<file path="config.mk">
export PLATFORM = sky130hd
export DESIGN_NAME = trojan_sweep_sequencer
export DESIGN_NICKNAME = d
export VERILOG_FILES = /design/src/rtl/trojan_sweep_sequencer.sv
export SDC_FILE = /design/constraint.sdc
export NUM_CORES = 1
export LEC_CHECK = 0
export ABC_AREA = 1
export BUFFER_PORTS_ARGS = -buffer_cell sky130_fd_sc_hd__buf_2
export CAP_MARGIN = 20
export CORE_UTILIZATION = 45
export DETAILED_ROUTE_END_ITERATION = 7
export GPL_TIMING_DRIVEN = 0
export PLACE_DENSITY = 0.63
export SETUP_SLACK_MARGIN = 0.1
export SLEW_MARGIN = 10
export SYNTH_ARGS = -nofsm -noshare
export SYNTH_HDL_FRONTEND = slang
export SYNTH_SLANG_ARGS = --single-unit
</file>
<file path="constraint.sdc">
create_clock -name CK -period 4 [get_ports CK]
set_clock_uncertainty 0.2 [all_clocks]
set_input_delay 0.2 -clock CK [delete_from_list [all_inputs] [get_ports CK]]
set_output_delay 0.2 -clock CK [all_outputs]
set_load 0.05 [all_outputs]
</file>
<file path="src/rtl/trojan_sweep_sequencer.sv">
// trojan_sweep_sequencer
// Walks every WIDTH-bit input pattern into a device under test, waits SETTLE
// cycles per pattern, samples the single-bit response and offers a
// (pattern, value) record to a logger over valid/ready. A per-pattern
// response signature and a ones-count are accumulated alongside.
module trojan_sweep_sequencer #(
    parameter int WIDTH  = 4,
    parameter int SETTLE = 1
) (
    input  logic                    CK,
    input  logic                    reset,
    input  logic                    start,
    input  logic                    abort,
    output logic [WIDTH-1:0]        dut_in,
    input  logic                    dut_out,
    output logic                    rec_valid,
    input  logic                    rec_ready,
    output logic [WIDTH-1:0]        rec_pattern,
    output logic                    rec_value,
    output logic                    busy,
    output logic                    done,
    output logic [(1<<WIDTH)-1:0]   signature,
    output logic [WIDTH:0]          ones_count
);

    localparam int NPAT  = 1 << WIDTH;
    // Counter only has to reach SETTLE-1; keep at least one bit.
    localparam int CNT_W = (SETTLE > 1) ? $clog2(SETTLE) : 1;
    localparam logic [WIDTH-1:0] LAST_PAT = WIDTH'(NPAT - 1);
    localparam logic [CNT_W-1:0] CNT_LAST = CNT_W'(SETTLE - 1);

    typedef enum logic [2:0] {
        ST_IDLE    = 3'd0,
        ST_SETTLE  = 3'd1,
        ST_CAPTURE = 3'd2,
        ST_EMIT    = 3'd3,
        ST_DONE    = 3'd4
    } state_t;

    state_t                 state_q;
    logic [WIDTH-1:0]       pattern_q;
    logic [WIDTH-1:0]       pattern_d;
    logic [CNT_W-1:0]       settle_cnt_q;
    logic [WIDTH-1:0]       dut_in_q;
    logic                   rec_valid_q;
    logic [WIDTH-1:0]       rec_pattern_q;
    logic                   rec_value_q;
    logic                   busy_q;
    logic                   done_q;
    logic [NPAT-1:0]        signature_q;
    logic [WIDTH:0]         ones_count_q;

    // Next pattern; only used when the current one is not the terminal one,
    // so the counter never wraps.
    assign pattern_d = pattern_q + WIDTH'(1);

    // Sweep state machine; every output is a register updated here.
    always_ff @(posedge CK or posedge reset) begin
        if (reset) begin
            state_q       <= ST_IDLE;
            pattern_q     <= '0;
            settle_cnt_q  <= '0;
            dut_in_q      <= '0;
            rec_valid_q   <= 1'b0;
            rec_pattern_q <= '0;
            rec_value_q   <= 1'b0;
            busy_q        <= 1'b0;
            done_q        <= 1'b0;
            signature_q   <= '0;
            ones_count_q  <= '0;
        end else begin
            case (state_q)
                ST_IDLE: begin
                    done_q <= 1'b0;
                    // abort beats a simultaneous start
                    if (start && !abort) begin
                        state_q      <= ST_SETTLE;
                        pattern_q    <= '0;
                        dut_in_q     <= '0;
                        settle_cnt_q <= '0;
                        signature_q  <= '0;
                        ones_count_q <= '0;
                        busy_q       <= 1'b1;
                    end
                end

                ST_SETTLE: begin
                    if (abort) begin
                        state_q      <= ST_IDLE;
                        rec_valid_q  <= 1'b0;
                        busy_q       <= 1'b0;
                        dut_in_q     <= '0;
                        settle_cnt_q <= '0;
                    end else if (settle_cnt_q == CNT_LAST) begin
                        state_q <= ST_CAPTURE;
                    end else begin
                        settle_cnt_q <= settle_cnt_q + CNT_W'(1);
                    end
                end

                ST_CAPTURE: begin
                    if (abort) begin
                        state_q      <= ST_IDLE;
                        rec_valid_q  <= 1'b0;
                        busy_q       <= 1'b0;
                        dut_in_q     <= '0;
                        settle_cnt_q <= '0;
                    end else begin
                        rec_value_q            <= dut_out;
                        rec_pattern_q          <= pattern_q;
                        signature_q[pattern_q] <= dut_out;
                        ones_count_q           <= ones_count_q + {{WIDTH{1'b0}}, dut_out};
                        rec_valid_q            <= 1'b1;
                        state_q                <= ST_EMIT;
                    end
                end

                ST_EMIT: begin
                    if (abort) begin
                        state_q      <= ST_IDLE;
                        rec_valid_q  <= 1'b0;
                        busy_q       <= 1'b0;
                        dut_in_q     <= '0;
                        settle_cnt_q <= '0;
                    end else if (rec_ready) begin
                        rec_valid_q <= 1'b0;
                        if (pattern_q == LAST_PAT) begin
                            state_q <= ST_DONE;
                            busy_q  <= 1'b0;
                            done_q  <= 1'b1;
                        end else begin
                            state_q      <= ST_SETTLE;
                            pattern_q    <= pattern_d;
                            dut_in_q     <= pattern_d;
                            settle_cnt_q <= '0;
                        end
                    end
                end

                ST_DONE: begin
                    // single-cycle completion pulse; start is not looked at here
                    done_q  <= 1'b0;
                    state_q <= ST_IDLE;
                end

                default: begin
                    state_q     <= ST_IDLE;
                    rec_valid_q <= 1'b0;
                    busy_q      <= 1'b0;
                    done_q      <= 1'b0;
                end
            endcase
        end
    end

    assign dut_in      = dut_in_q;
    assign rec_valid   = rec_valid_q;
    assign rec_pattern = rec_pattern_q;
    assign rec_value   = rec_value_q;
    assign busy        = busy_q;
    assign done        = done_q;
    assign signature   = signature_q;
    assign ones_count  = ones_count_q;

endmodule
</file>
==> metrics.md <==
| Metric | Value |
|---|---|
| Status | finished, final reports clean |
| Final wirelength | between 4000 and 5000 um |
| Critical Path End Type | flip-flop |
| Worst setup SP type | flip-flop |
| Critical path class | flip-flop to flip-flop |
| FF+latch area | 1000 um2 |
| Crit path max-delay cell type | dfrtp_1 |
| Final Worst Setup Slack | 2.03 ns |
| Max_slew headroom | 0.718 |
| Drt first-iter violations | 142 |
| RSZ-0062 raised after global routing | no |
| Initial antenna violation count | 0 |
| Max frequency | 0.508 GHz |
| Vias in the first global route | roughly 1,900 |
| GRT Util Overall | 0.221 |
| Fin nets | 335 |
| HP Class | primary input to flip-flop |
| Leading cell type in the layout, fill and taps excluded | nand2_1 |
| Ant diodes | 0 |
| Crit path max fanout | 5 |
| Netlist Area Pre-Place | 2130 um2 |
| Share of cells above drive strength 1 | 0.192 |
| Reg2Reg Depth | 7 |
| Row count | 24 |
| Drt wl/cell | 13.0 um |
| Post-synth cell types | 24 |
| Max cap viols | 0 |
| Worst Max-Slew Pin Slew | 0.423 ns |
| TritonCTS Buffers | 5 |
| Total negative slack | 0 ns |
| P&R area growth vs syn | 17.5% |
| Crit-path most repeated cell | nand2_1 |
| Drt first pass iters | 6 |
| Gp weighted congestion | 0.802 |
| Final setup violation count | 0 |
| Vias/cell | 5.11 |
| CTS tree | yes |
| Die Span Y | just over 70 um |
| Count of final max-slew check failures | 0 |
| Antenna Violating Nets Remaining | 0 |
| Crit path largest cell delay | roughly 0.43 ns |
| Final Hold Viols | 0 |
| Cell Pwr Density | between 600 and 700 nW/um2 |
| DR vias | 1,917 |
| Post-synthesis sequential area ratio | 0.469 |
| Clk sinks | 40 |
| # IOs | 39 |
| CORE AREA | about 4400 um2 |
| Worst hold path stage count | 4 |
| Die width | about 71 um |
| Clock transition at the registers of the reported paths | 0.07 ns |
| DRC viols | 0 |
| Fin crit period | between 1.5 and 2 ns |
| Starting Density | 0.480 |
| Yosys warnings | 0 |
| Fin crit share | 0.492 |
| Multi-input gate area | 972 um2 |
| Worst slack at placement | 2.06 ns |
| Avg Synthesized Cell Area | 7.76 um2 |
| # fillers | about 430 |
| Cells after Synth | 275 |
| IR drop worst, VDD | 314 uV |
| Worst path cell trace | ha_1 -> nand3_1 -> inv_1 -> o21ai_1 -> nand2_1 -> nand2_1 -> nand2_1 |
| Worst EP arrival | 1.95 ns |
| Most frequent cells in the layout | nand2_1 (95), buf_2 (44), dfrtp_1 (40), nor2_1 (26), inv_1 (24) |
| Largest net degree at the start of global routing | 30 |
| Hold slack final | 0.0194 ns |
| CP required | 3.99 ns |
| Post-DP HPWL | 3570 um |
| Longest Clk Path Bufs | 2 |
| Lkg Pwr | 0.00141 uW |
| Root Buffer | clkbuf_8 |
| Total gr overflow | 0 |
| First-pass GRT wire length | 8720 um |
| H-tree depth | 2 |
| Net count after synthesis | 287 |
| # port buffers | 38 |
| Die footprint | 5020 um2 |
| Synth Register Bits | 40 |
| Worst-Skew Late Latency | just under 0.3 ns |
-- metal layers --
layer | wire (um) | vias up | global-route usage | share of wire
li1 | - | 989 | - | -
met5 | 0 | - | 0 | 0
met1 | 2430 | 882 | 0.292 | 0.50
met3 | 160 | 7 | 0.0456 | 0.033
met4 | 74 | 0 | 0.0756 | 0.015
met2 | 2190 | 39 | 0.364 | 0.45
-- kinds of logic after synthesis --
logic type	Yosys count	share of synthesized area
AND/OR/NAND/NOR	158	0.316
flip-flops	40	0.469
buffers and inverters	38	0.0756
AO/OA/AOI/OAI	28	0.0826
adder cells (fa/ha/maj)	6	0.0352
XOR/XNOR	4	0.0164
multiplexers	1	0.00528
-- synthesized netlist by cell type, drive strengths merged --
library cell,n,area share
mux2,1,0.0053
ha,6,0.035
xor2,3,0.012
o211ai,10,0.035
a21oi,6,0.019
dfrtp,40,0.47
xnor2,1,0.0041
nor3,2,0.0047
nor2,28,0.052
clkbuf,3,0.0053
nand3,11,0.028
and3,1,0.0029
inv,26,0.046
nand4,20,0.059
buf,9,0.025
o21ai,12,0.028
nand2,96,0.17
-- where the power goes --
part	switching, uW	leakage, uW	total, uW	internal [uW]
Combinational	534	0.000826	754	220
Clock	137	0.0000410	255	119
Sequential	48.2	0.000547	507	459
-- final timing paths --
| check | from | end | slack, ns |
|---|---|---|---|
| max in group asynchronous | reset | signature[5] | 2.97 |
| min in group asynchronous | reset | done | 0.19 |
| worst min-delay path | abort | rec_valid | 0.02 |
| worst max-delay path | pattern_q[0] | pattern_q[0] | 2.03 |
| worst max register to register | pattern_q[0] | pattern_q[0] | 2.03 |
| worst min register to register | dut_in[0] | dut_in[0] | 0.27 |
-- metrics by stage --
step / util / power, uW / area [um2] / std cells
after floorplan: - / 1090 / 2130 / 275
final: 0.564 / 1520 / 2510 / 375
after CTS: 0.564 / 1520 / 2510 / 375
after global routing: 0.564 / 1630 / 2510 / 375
after detailed placement: 0.542 / 1260 / 2410 / 366
after global placement: 0.538 / 1260 / 2390 / 365
-- critical path: cells and delay by family (launching register included) --
family | cells | cell delay [ns]
AND/OR/NAND/NOR | 4 | 0.51
AO/OA/AOI/OAI | 1 | 0.33
flip-flops | 1 | 0.43
adder cells (fa/ha/maj) | 1 | 0.29
buffers and inverters | 1 | 0.10
-- cell type report --
cell class | count | area share
repair buffers | 41 | 0.0918
multi-input cells | 197 | 0.388
clock buffers | 6 | 0.0289
plain buffers | 12 | 0.0254
clock inverters | 1 | 0.00200
flip-flops and latches | 40 | 0.399
inverters | 26 | 0.0389
well taps | 52 | 0.0259
-- flip-flops by register name, indices dropped and copies added (netlist names) --
| register | cells |
|---|---|
| dut_in | 4 |
| rec_valid | 1 |
| pattern_q | 4 |
| signature | 16 |
| busy | 1 |
| rec_value | 1 |
| ones_count | 5 |
| state_q | 3 |
| done | 1 |
| rec_pattern | 4 |
-- what timing repair did --
item | in CTS | in global routing
endpoints found under the setup margin | 0 | 0
hold buffers | 2 | 0
hold endpoints to repair | 41 | 0
setup buffers | 0 | 0
gates resized for setup | 0 | 0
Power figures use the tool's default switching activity.
